--- src/rtl/instr_encoder.sv ---
// Two-stage RV32I instruction assembler: descriptor (class + fields) in, 32-bit word out.
// Optional handshake statistics counters are enabled with INSTR_ENCODER_STATS_EN.
module instr_encoder #(
    parameter logic [31:0] RESET_NOP = 32'h0000_0013
) (
    input  logic        clk,
    input  logic        rst_n,
    input  logic        in_valid,
    output logic        in_ready,
    input  logic [3:0]  in_kind,
    input  logic [4:0]  in_rd,
    input  logic [4:0]  in_rs1,
    input  logic [4:0]  in_rs2,
    input  logic [2:0]  in_funct3,
    input  logic [6:0]  in_funct7,
    input  logic [31:0] in_imm,
    output logic        out_valid,
    input  logic        out_ready,
    output logic [31:0] out_instr,
    output logic        out_err,
    output logic [15:0] cnt_total,
    output logic [15:0] cnt_err
);

    localparam logic [3:0] KIND_R      = 4'd0;
    localparam logic [3:0] KIND_I      = 4'd1;
    localparam logic [3:0] KIND_LOAD   = 4'd2;
    localparam logic [3:0] KIND_STORE  = 4'd3;
    localparam logic [3:0] KIND_BRANCH = 4'd4;
    localparam logic [3:0] KIND_JAL    = 4'd5;
    localparam logic [3:0] KIND_JALR   = 4'd6;
    localparam logic [3:0] KIND_LUI    = 4'd7;
    localparam logic [3:0] KIND_AUIPC  = 4'd8;

    localparam logic [6:0] OP_R      = 7'b0110011;
    localparam logic [6:0] OP_I      = 7'b0010011;
    localparam logic [6:0] OP_LOAD   = 7'b0000011;
    localparam logic [6:0] OP_STORE  = 7'b0100011;
    localparam logic [6:0] OP_BRANCH = 7'b1100011;
    localparam logic [6:0] OP_JAL    = 7'b1101111;
    localparam logic [6:0] OP_JALR   = 7'b1100111;
    localparam logic [6:0] OP_LUI    = 7'b0110111;
    localparam logic [6:0] OP_AUIPC  = 7'b0010111;

    logic        s1Valid;
    logic [3:0]  s1Kind;
    logic [4:0]  s1Rd;
    logic [4:0]  s1Rs1;
    logic [4:0]  s1Rs2;
    logic [2:0]  s1Funct3;
    logic [6:0]  s1Funct7;
    logic [31:0] s1Imm;

    logic        s2Valid;
    logic [31:0] s2Instr;
    logic        s2Err;

    logic        s2Adv;
    logic        s1Adv;
    logic        accept;

    logic [31:0] encWord;
    logic        encErr;
    logic        fits12;
    logic        fits13;
    logic        fits21;
    logic        isShift;

    assign s2Adv    = !s2Valid || out_ready;
    assign s1Adv    = s1Valid && s2Adv;
    assign in_ready = !s1Valid || s2Adv;
    assign accept   = in_valid && in_ready;

    always_ff @(posedge clk or negedge rst_n) begin
        if (!rst_n) begin
            s1Valid  <= 1'b0;
            s1Kind   <= 4'd0;
            s1Rd     <= 5'd0;
            s1Rs1    <= 5'd0;
            s1Rs2    <= 5'd0;
            s1Funct3 <= 3'd0;
            s1Funct7 <= 7'd0;
            s1Imm    <= 32'd0;
        end else if (accept) begin
            s1Valid  <= 1'b1;
            s1Kind   <= in_kind;
            s1Rd     <= in_rd;
            s1Rs1    <= in_rs1;
            s1Rs2    <= in_rs2;
            s1Funct3 <= in_funct3;
            s1Funct7 <= in_funct7;
            s1Imm    <= in_imm;
        end else if (s1Adv) begin
            s1Valid  <= 1'b0;
        end
    end

    // Signed range checks: the discarded upper bits must all equal the kept sign bit.
    assign fits12  = (&s1Imm[31:11]) || !(|s1Imm[31:11]);
    assign fits13  = (&s1Imm[31:12]) || !(|s1Imm[31:12]);
    assign fits21  = (&s1Imm[31:20]) || !(|s1Imm[31:20]);
    assign isShift = (s1Funct3 == 3'b001) || (s1Funct3 == 3'b101);

    always_comb begin
        encWord = RESET_NOP;
        encErr  = 1'b1;
        case (s1Kind)
            KIND_R: begin
                encWord = {s1Funct7, s1Rs2, s1Rs1, s1Funct3, s1Rd, OP_R};
                encErr  = 1'b0;
            end
            KIND_I: begin
                if (isShift) begin
                    encWord = {s1Funct7, s1Imm[4:0], s1Rs1, s1Funct3, s1Rd, OP_I};
                    encErr  = |s1Imm[31:5];
                end else begin
                    encWord = {s1Imm[11:0], s1Rs1, s1Funct3, s1Rd, OP_I};
                    encErr  = !fits12;
                end
            end
            KIND_LOAD: begin
                encWord = {s1Imm[11:0], s1Rs1, s1Funct3, s1Rd, OP_LOAD};
                encErr  = !fits12;
            end
            KIND_STORE: begin
                encWord = {s1Imm[11:5], s1Rs2, s1Rs1, s1Funct3, s1Imm[4:0], OP_STORE};
                encErr  = !fits12;
            end
            KIND_BRANCH: begin
                encWord = {s1Imm[12], s1Imm[10:5], s1Rs2, s1Rs1, s1Funct3,
                           s1Imm[4:1], s1Imm[11], OP_BRANCH};
                encErr  = !fits13 || s1Imm[0];
            end
            KIND_JAL: begin
                encWord = {s1Imm[20], s1Imm[10:1], s1Imm[11], s1Imm[19:12], s1Rd, OP_JAL};
                encErr  = !fits21 || s1Imm[0];
            end
            KIND_JALR: begin
                encWord = {s1Imm[11:0], s1Rs1, 3'b000, s1Rd, OP_JALR};
                encErr  = !fits12;
            end
            KIND_LUI: begin
                encWord = {s1Imm[31:12], s1Rd, OP_LUI};
                encErr  = 1'b0;
            end
            KIND_AUIPC: begin
                encWord = {s1Imm[31:12], s1Rd, OP_AUIPC};
                encErr  = 1'b0;
            end
            default: begin
                encWord = RESET_NOP;
                encErr  = 1'b1;
            end
        endcase
    end

    always_ff @(posedge clk or negedge rst_n) begin
        if (!rst_n) begin
            s2Valid <= 1'b0;
            s2Instr <= 32'd0;
            s2Err   <= 1'b0;
        end else if (s2Adv) begin
            s2Valid <= s1Valid;
            if (s1Valid) begin
                s2Instr <= encWord;
                s2Err   <= encErr;
            end
        end
    end

    assign out_valid = s2Valid;
    assign out_instr = s2Instr;
    assign out_err   = s2Err;

`ifdef INSTR_ENCODER_STATS_EN
    logic [15:0] cntTotalQ;
    logic [15:0] cntErrQ;
    logic        outFire;

    assign outFire = s2Valid && out_ready;

    always_ff @(posedge clk or negedge rst_n) begin
        if (!rst_n) begin
            cntTotalQ <= 16'd0;
            cntErrQ   <= 16'd0;
        end else if (outFire) begin
            if (cntTotalQ != 16'hFFFF) cntTotalQ <= cntTotalQ + 16'd1;
            if (s2Err && (cntErrQ != 16'hFFFF)) cntErrQ <= cntErrQ + 16'd1;
        end
    end

    assign cnt_total = cntTotalQ;
    assign cnt_err   = cntErrQ;
`else
    assign cnt_total = 16'd0;
    assign cnt_err   = 16'd0;
`endif

endmodule

--- config.mk ---
export PLATFORM = sky130hd
export DESIGN_NAME = instr_encoder
export DESIGN_NICKNAME = d
export VERILOG_FILES = /design/src/rtl/instr_encoder.sv
export SDC_FILE = /design/constraint.sdc
export NUM_CORES = 1
export LEC_CHECK = 0
export ABC_AREA = 1
export CAP_MARGIN = 20
export CORE_MARGIN = 4
export CORE_UTILIZATION = 50
export CTS_BUF_LIST = sky130_fd_sc_hd__clkbuf_4 sky130_fd_sc_hd__clkbuf_8
export CTS_CLUSTER_DIAMETER = 40
export DETAILED_ROUTE_END_ITERATION = 7
export PLACE_DENSITY = 0.9
export SLEW_MARGIN = 10
export SYNTH_ARGS = -nofsm -noshare
export SYNTH_HDL_FRONTEND = slang
export SYNTH_SLANG_ARGS = --single-unit
export TNS_END_PERCENT = 100
--- constraint.sdc ---
create_clock -name clk -period 2.1 [get_ports clk]
set_clock_uncertainty 0.1 [all_clocks]
set_input_delay 0.63 -clock clk [delete_from_list [all_inputs] [get_ports clk]]
set_output_delay 0.63 -clock clk [all_outputs]
set_load 0.05 [all_outputs]
==> results of run 1 <==
## layout by cell type, fill, tap and decap left out, types with 3 or more instances in the layout
cell,n
a21oi_1,35
a22oi_1,5
buf_12,6
buf_4,47
clkbuf_8,9
clkdlybuf4s50_1,62
clkinvlp_4,3
conb_1,32
dfrtp_1,95
inv_1,37
inv_2,4
mux2_2,32
nand2_1,150
nand2_2,7
nand3_1,13
nor2_1,70
nor2_4,3
o211ai_1,4
o21ai_0,20
o21ai_1,6
o22ai_1,3
## final timing paths
path | cells past startpoint | from | end | slack [ns]
max | 4 | out_ready | in_ready | 0.18
min | 1 | rst_n | out_instr[28] | 0.11
max reg2reg | 10 | s1Kind[0] | out_instr[10] | 0.21
min reg2reg | 1 | out_instr[5] | out_instr[5] | 0.38
max in group asynchronous | 2 | rst_n | s1Rd[1] | 1.25
min in group clk | 1 | out_instr[5] | out_instr[5] | 0.38
## cell usage after synthesis (2+ instances only)
cell      number  area [um^2]
nand2_2        6         37.5
clkbuf_1       7         26.3
mux2_2        32          360
o21ai_0       20          100
nand3_1       14         70.1
inv_2          3         11.3
dfrtp_1       95         2380
buf_2          7         35.0
inv_1         38          143
nor2_4         3         33.8
a22oi_1        5         37.5
o211ai_1       4         30.0
o21ai_1        6         30.0
nand2_1      151          567
o22ai_1        3         18.8
nor2_1        70          263
a21o_1         2         15.0
a21oi_1       35          175
buf_4         33          248
## critical path, delay by kind of cell
kind | cells | cell delay, ns
AND/OR/NAND/NOR | 1 | 0.08
buffers and inverters | 3 | 0.47
## metrics by stage
stage          hold slack [ns]  total power [mW]
2_1_floorplan            0.234              4.07
3_3_place_gp             0.365              4.80
3_5_place_dp             0.367              4.87
4_1_cts                  0.108              6.00
5_1_grt                  0.114              6.30
6_report                 0.108              5.97
## layout make-up
| cell class | instances | area, um^2 |
|---|---|---|
| tap | 108 | 135 |
| clock inverter | 7 | 56.3 |
| multi-input combinational | 391 | 1940 |
| clock buffer | 9 | 124 |
| sequential | 95 | 2380 |
| inverter | 42 | 158 |
| timing repair buffer | 116 | 1100 |
| fill | 701 | 2990 |
## repair_timing
| item | CTS | global route |
|---|---|---|
| setup endpoints to repair | 1 | 0 |
| gates resized for setup | 2 | 0 |
| setup buffers | 2 | 0 |
## flip-flops by register name (all words and copies together), names as in the netlist
signal     flops
s1Imm         32
out_instr     31
s1Funct7       7
s1Rd           5
s1Rs1          5
s1Rs2          5
s1Kind         4
s1Funct3       3
out_err        1
out_valid      1
s1Valid        1
## logic make-up (layout without fill, tap and decap cells)
group                  after synthesis  after routing  share of synthesized area
AOI/OAI and AO/OA                   80             80                     0.0973
buffers and inverters               90            174                      0.102
DFF                                 95             95                      0.509
muxes                               32             32                     0.0772
other                                1             32                   0.000803
and+or+nand+nor                    247            247                      0.213
## power by group through the flow
stage / clock network [mW] / logic (mW) / registers [mW]
finish: 1.14 / 2.36 / 2.48
detailed placement: 0 / 2.36 / 2.51
floorplan: 0 / 0.923 / 3.15
global route: 1.24 / 2.53 / 2.52
global placement: 0 / 2.31 / 2.49
CTS: 1.16 / 2.37 / 2.48
## layer usage
layer | share of wire | vias up | track usage
met5 | 0 | - | 0
met4 | 0.011 | 0 | 0.0450
met3 | 0.073 | 15 | 0.0499
met2 | 0.50 | 180 | 0.387
met1 | 0.42 | 1860 | 0.281
li1 | - | 1891 | -
==> results.sh, run 1 <==
export IMPL_setup_viol=0
export IMPL_syn_inst=545
export IMPL_ys_seq_area_frac=0.509
export IMPL_switchingPower_mw=2.55
export IMPL_grt_pass1_wl_um=19500
export IMPL_drv_slew=0
export IMPL_path_max_fanout=2
export IMPL_wl_um=11900
export IMPL_p_sw_frac=0.427
export IMPL_timing_final_ws_setup_ns=0.181
export IMPL_fin_crit_ns=1.92
export IMPL_io_pin_count=132
export IMPL_dp_cells=750
export IMPL_drt_pass1_iterations=5
export IMPL_cp_end_kind="output port"
export IMPL_antenna_cells=0
export IMPL_vias_per_cell=5.14
export IMPL_worstSetupPathType="primary input to output port"
export IMPL_power_share_sequential=0.415
export IMPL_start_util=0.525
export IMPL_grt_max_degree=35
export IMPL_finalHoldViolCount=0
export IMPL_place_ws_ns=-0.110
export IMPL_status="complete, no violations"
export IMPL_finalSetupTns_ns=0
export IMPL_power_frac_clock=0.190
export IMPL_grt_pass1_vias=4014
export IMPL_clk_pin_slew_ns=0.11
export IMPL_dieArea_um2=10900
export IMPL_hold_path_class="primary input to asynchronous set/reset pin"
export IMPL_p_leak_nw=2.90
export IMPL_num_rows=34
export IMPL_clkSinkCount=95
export IMPL_comb_power_share=0.395
export IMPL_syn2layout_area_growth_pct=26.3
export IMPL_syn_area_um2=4670
export IMPL_cap_violations=0
export IMPL_fin_cells=768
export IMPL_synthFlopType="dfrtp_1"
export IMPL_core_um2=8890
export IMPL_postPlaceCellArea_um2=5700
export IMPL_start_kind="primary input"
export IMPL_h_tree_depth=3
export IMPL_port_buffer_count=99
export IMPL_yosysWarningCount=0
export IMPL_cts_buffer_depth=2
export IMPL_p_int_mw=3.42
export IMPL_die_x_um=105
export IMPL_finalCritPeriodShare=0.914
export IMPL_rsz0062_at_grt="no"
export IMPL_routedWlPerCell_um=15.4
export IMPL_hold_buffers=0
export IMPL_cellPowerDensity_nw_per_um2=1010
export IMPL_antenna_found_initial=0
export IMPL_fin_nets=720
export IMPL_final_util=0.663
export IMPL_dpl_hpwl_um=9390
export IMPL_synth_cell_types=30
export IMPL_cts_root_buf="clkbuf_8"
export IMPL_synth_edf_count=0
export IMPL_track_usage=0.220
export IMPL_clkLatencyLatePin_ns=0.36
export IMPL_gp_congestion=0.911
export IMPL_overflow=0
export IMPL_tritoncts="yes"
export IMPL_peakVddDrop_uv=776
export IMPL_crit_arrival_ns=1.19
export IMPL_cpPeakStageDelay_ns=0.24
export IMPL_drive_gt1_frac=0.182
export IMPL_avgSynthCellArea_um2=8.57
export IMPL_cp_required_ns=1.37
export IMPL_slowest_stage="dlygate4sd2_1"
export IMPL_async_flop_share=1.00
export IMPL_num_vias=3946
export IMPL_antenna_left=0
export IMPL_drtIter0Drc=136
export IMPL_cts_buffers_inserted=9
export IMPL_die_h_um=105
export IMPL_path_cells="dlygate4sd2_1 -> inv_2 -> nand3_4 -> buf_12"
export IMPL_ys_seq_elements=95
export IMPL_finalInstanceArea_um2=5900
export IMPL_fmax_mhz=521
export IMPL_drc=0
(Power assumes the default switching activity.)
==> run 2, diff against run 1 <==
--- a/config.mk
+++ b/config.mk
@@ -8,11 +8,13 @@
 export ABC_AREA = 1
 export CAP_MARGIN = 20
 export CORE_MARGIN = 4
-export CORE_UTILIZATION = 50
+export CORE_UTILIZATION = 65
 export CTS_BUF_LIST = sky130_fd_sc_hd__clkbuf_4 sky130_fd_sc_hd__clkbuf_8
 export CTS_CLUSTER_DIAMETER = 40
 export DETAILED_ROUTE_END_ITERATION = 7
-export PLACE_DENSITY = 0.9
+export DONT_BUFFER_PORTS = 1
+export GPL_TIMING_DRIVEN = 0
+export PLACE_DENSITY = 0.88
 export SLEW_MARGIN = 10
 export SYNTH_ARGS = -nofsm -noshare
 export SYNTH_HDL_FRONTEND = slang
==> run 2 against run 1 <==
The run now ends with hold timing left; largest cell class unchanged; wire length is 1.6% lower; critical path depth is 3 lower; critical endpoint is now out_instr[1]; clock power is 24% higher; via count is 5.7% lower; hold slack worse by 0.25 ns; highest routed layer unchanged.
==> results.sh, run 2 (synthesis gave the netlist of run 1 again) <==
export IMPL_status="complete, but fails checks"
export IMPL_violations="hold timing"
export IMPL_whs_ns=-0.142
export IMPL_crit_family="flip-flops"
export IMPL_overflow=0
export IMPL_routedWlPerCell_um=17.0
export IMPL_clkLatencyLatePin_ns=0.36
export IMPL_grt_busiest_layer="met2"
export IMPL_peakVddDrop_uv=742
export IMPL_drtIter0Drc=240
export IMPL_worst_pin_slew_ns=0.559
export IMPL_drv_slew=0
export IMPL_io_pin_count=132
export IMPL_vias_per_cell=5.42
export IMPL_antenna_left=0
export IMPL_timing_final_ws_setup_ns=0.0616
export IMPL_finalHoldViolCount=95
export IMPL_clk_pin_slew_ns=0.09
export IMPL_syn2layout_area_growth_pct=10.5
export IMPL_path_buf_inv=1
export IMPL_dp_cells=672
export IMPL_num_vias=3723
export IMPL_port_buffer_count=0
export IMPL_p_leak_nw=2.62
export IMPL_rsz0062_at_grt="no"
export IMPL_slowest_stage="dfrtp_1"
export IMPL_die_x_um=92.7
export IMPL_cp_end_kind="output port"
export IMPL_hold_path_class="primary input to asynchronous set/reset pin"
export IMPL_wl_um=11700
export IMPL_place_ws_ns=-0.244
export IMPL_drc=0
export IMPL_final_util=0.751
export IMPL_cts_root_buf="clkbuf_8"
export IMPL_cts_buffers_inserted=9
export IMPL_gp_congestion=0.884
export IMPL_setup_viol=0
export IMPL_fmax_mhz=491
export IMPL_cts_setup_buffers=0
export IMPL_clkSinkCount=95
export IMPL_h_tree_depth=3
export IMPL_mostFrequentLayoutCell="nand2_1"
export IMPL_antenna_cells=0
export IMPL_top_register="s1Imm"
export IMPL_slew_headroom=0.627
export IMPL_core_um2=6870
export IMPL_drive_gt1_frac=0.186
export IMPL_track_usage=0.280
export IMPL_fin_nets=652
export IMPL_switchingPower_mw=2.39
export IMPL_p_sw_frac=0.414
export IMPL_grt_pass1_vias=3746
export IMPL_met2_usage=0.478
export IMPL_fin_cells=687
export IMPL_start_util=0.680
export IMPL_p_int_mw=3.39
export IMPL_dpl_hpwl_um=8920
export IMPL_power_mw=5.77
export IMPL_cp_required_ns=1.37
export IMPL_comb_power_share=0.199
export IMPL_die_h_um=92.7
export IMPL_drt_pass1_iterations=5
export IMPL_tritoncts="yes"
export IMPL_mostFrequentLayoutCells="nand2_1, dfrtp_1, nor2_1, inv_1, a21oi_1"
export IMPL_grt_max_degree=96
export IMPL_cpPeakStageDelay_ns=0.66
export IMPL_start_kind="flop"
export IMPL_worstSetupPathType="flop to output port"
export IMPL_largest_reg_flops=32
export IMPL_power_share_sequential=0.556
export IMPL_finalCritPeriodShare=0.971
export IMPL_grt_pass1_wl_um=18300
export IMPL_power_frac_clock=0.244
export IMPL_fin_crit_ns=2.04
export IMPL_antenna_found_initial=0
export IMPL_path_cells="buf_4"
export IMPL_cap_violations=0
export IMPL_dieArea_um2=8600
export IMPL_cts_buffer_depth=2
export IMPL_cellPowerDensity_nw_per_um2=1120
export IMPL_grt_use_met1=0.342
export IMPL_grt_util_met3=0.102
export IMPL_crit_arrival_ns=1.31
export IMPL_path_max_fanout=3
export IMPL_num_rows=30
-- run 2: layout make-up --
type,count,area [um^2]
fillers,516,1710
inverters,42,159
flip-flops and latches,95,2380
plain buffers,48,323
well taps,96,120
multi-input cells,391,1940
clock buffers,9,124
clock inverters,6,109
-- run 2: worst paths after layout --
check                             startpoint            end  slack, ns  depth (start not counted)
worst max-delay path            out_instr[1]   out_instr[1]       0.06                          1
worst min-delay path                   rst_n  out_instr[18]      -0.14                          0
worst max register to register     out_valid       s1Rs1[1]       0.09                          5
worst min register to register      s1Rs2[1]       s1Rs2[1]       0.42                          1
max in group asynchronous              rst_n   out_instr[7]       1.89                          0
min in group clk                  in_imm[26]      s1Imm[26]       0.31                          1
-- run 2: metal layers --
metal  up-vias  wire length, um
li1       1760                -
met1      1778             4460
met2       171             5960
met3        14             1150
met4         0               87
met5         -                0
-- run 2: power groups by stage --
stage / Clock (mW) / Sequential, mW / Combinational, mW
floorplan: 0 / 3.15 / 0.923
global placement: 0 / 3.23 / 1.09
detailed placement: 0 / 3.25 / 1.13
CTS: 1.43 / 3.21 / 1.14
global route: 1.50 / 3.26 / 1.28
finish: 1.41 / 3.21 / 1.15
-- run 2: per-stage QoR --
step	setup TNS (ns)	area, um^2
floorplan	0	4800
global placement	-9.72	4920
detailed placement	-13.78	4920
CTS	0	5150
global route	0	5160
finish	0	5160
-- run 2: what timing repair did --
action                                  4_1_cts  5_1_grt
hold endpoints to repair                     95       95
endpoints found under the setup margin       80       12
resized for setup                             3        4
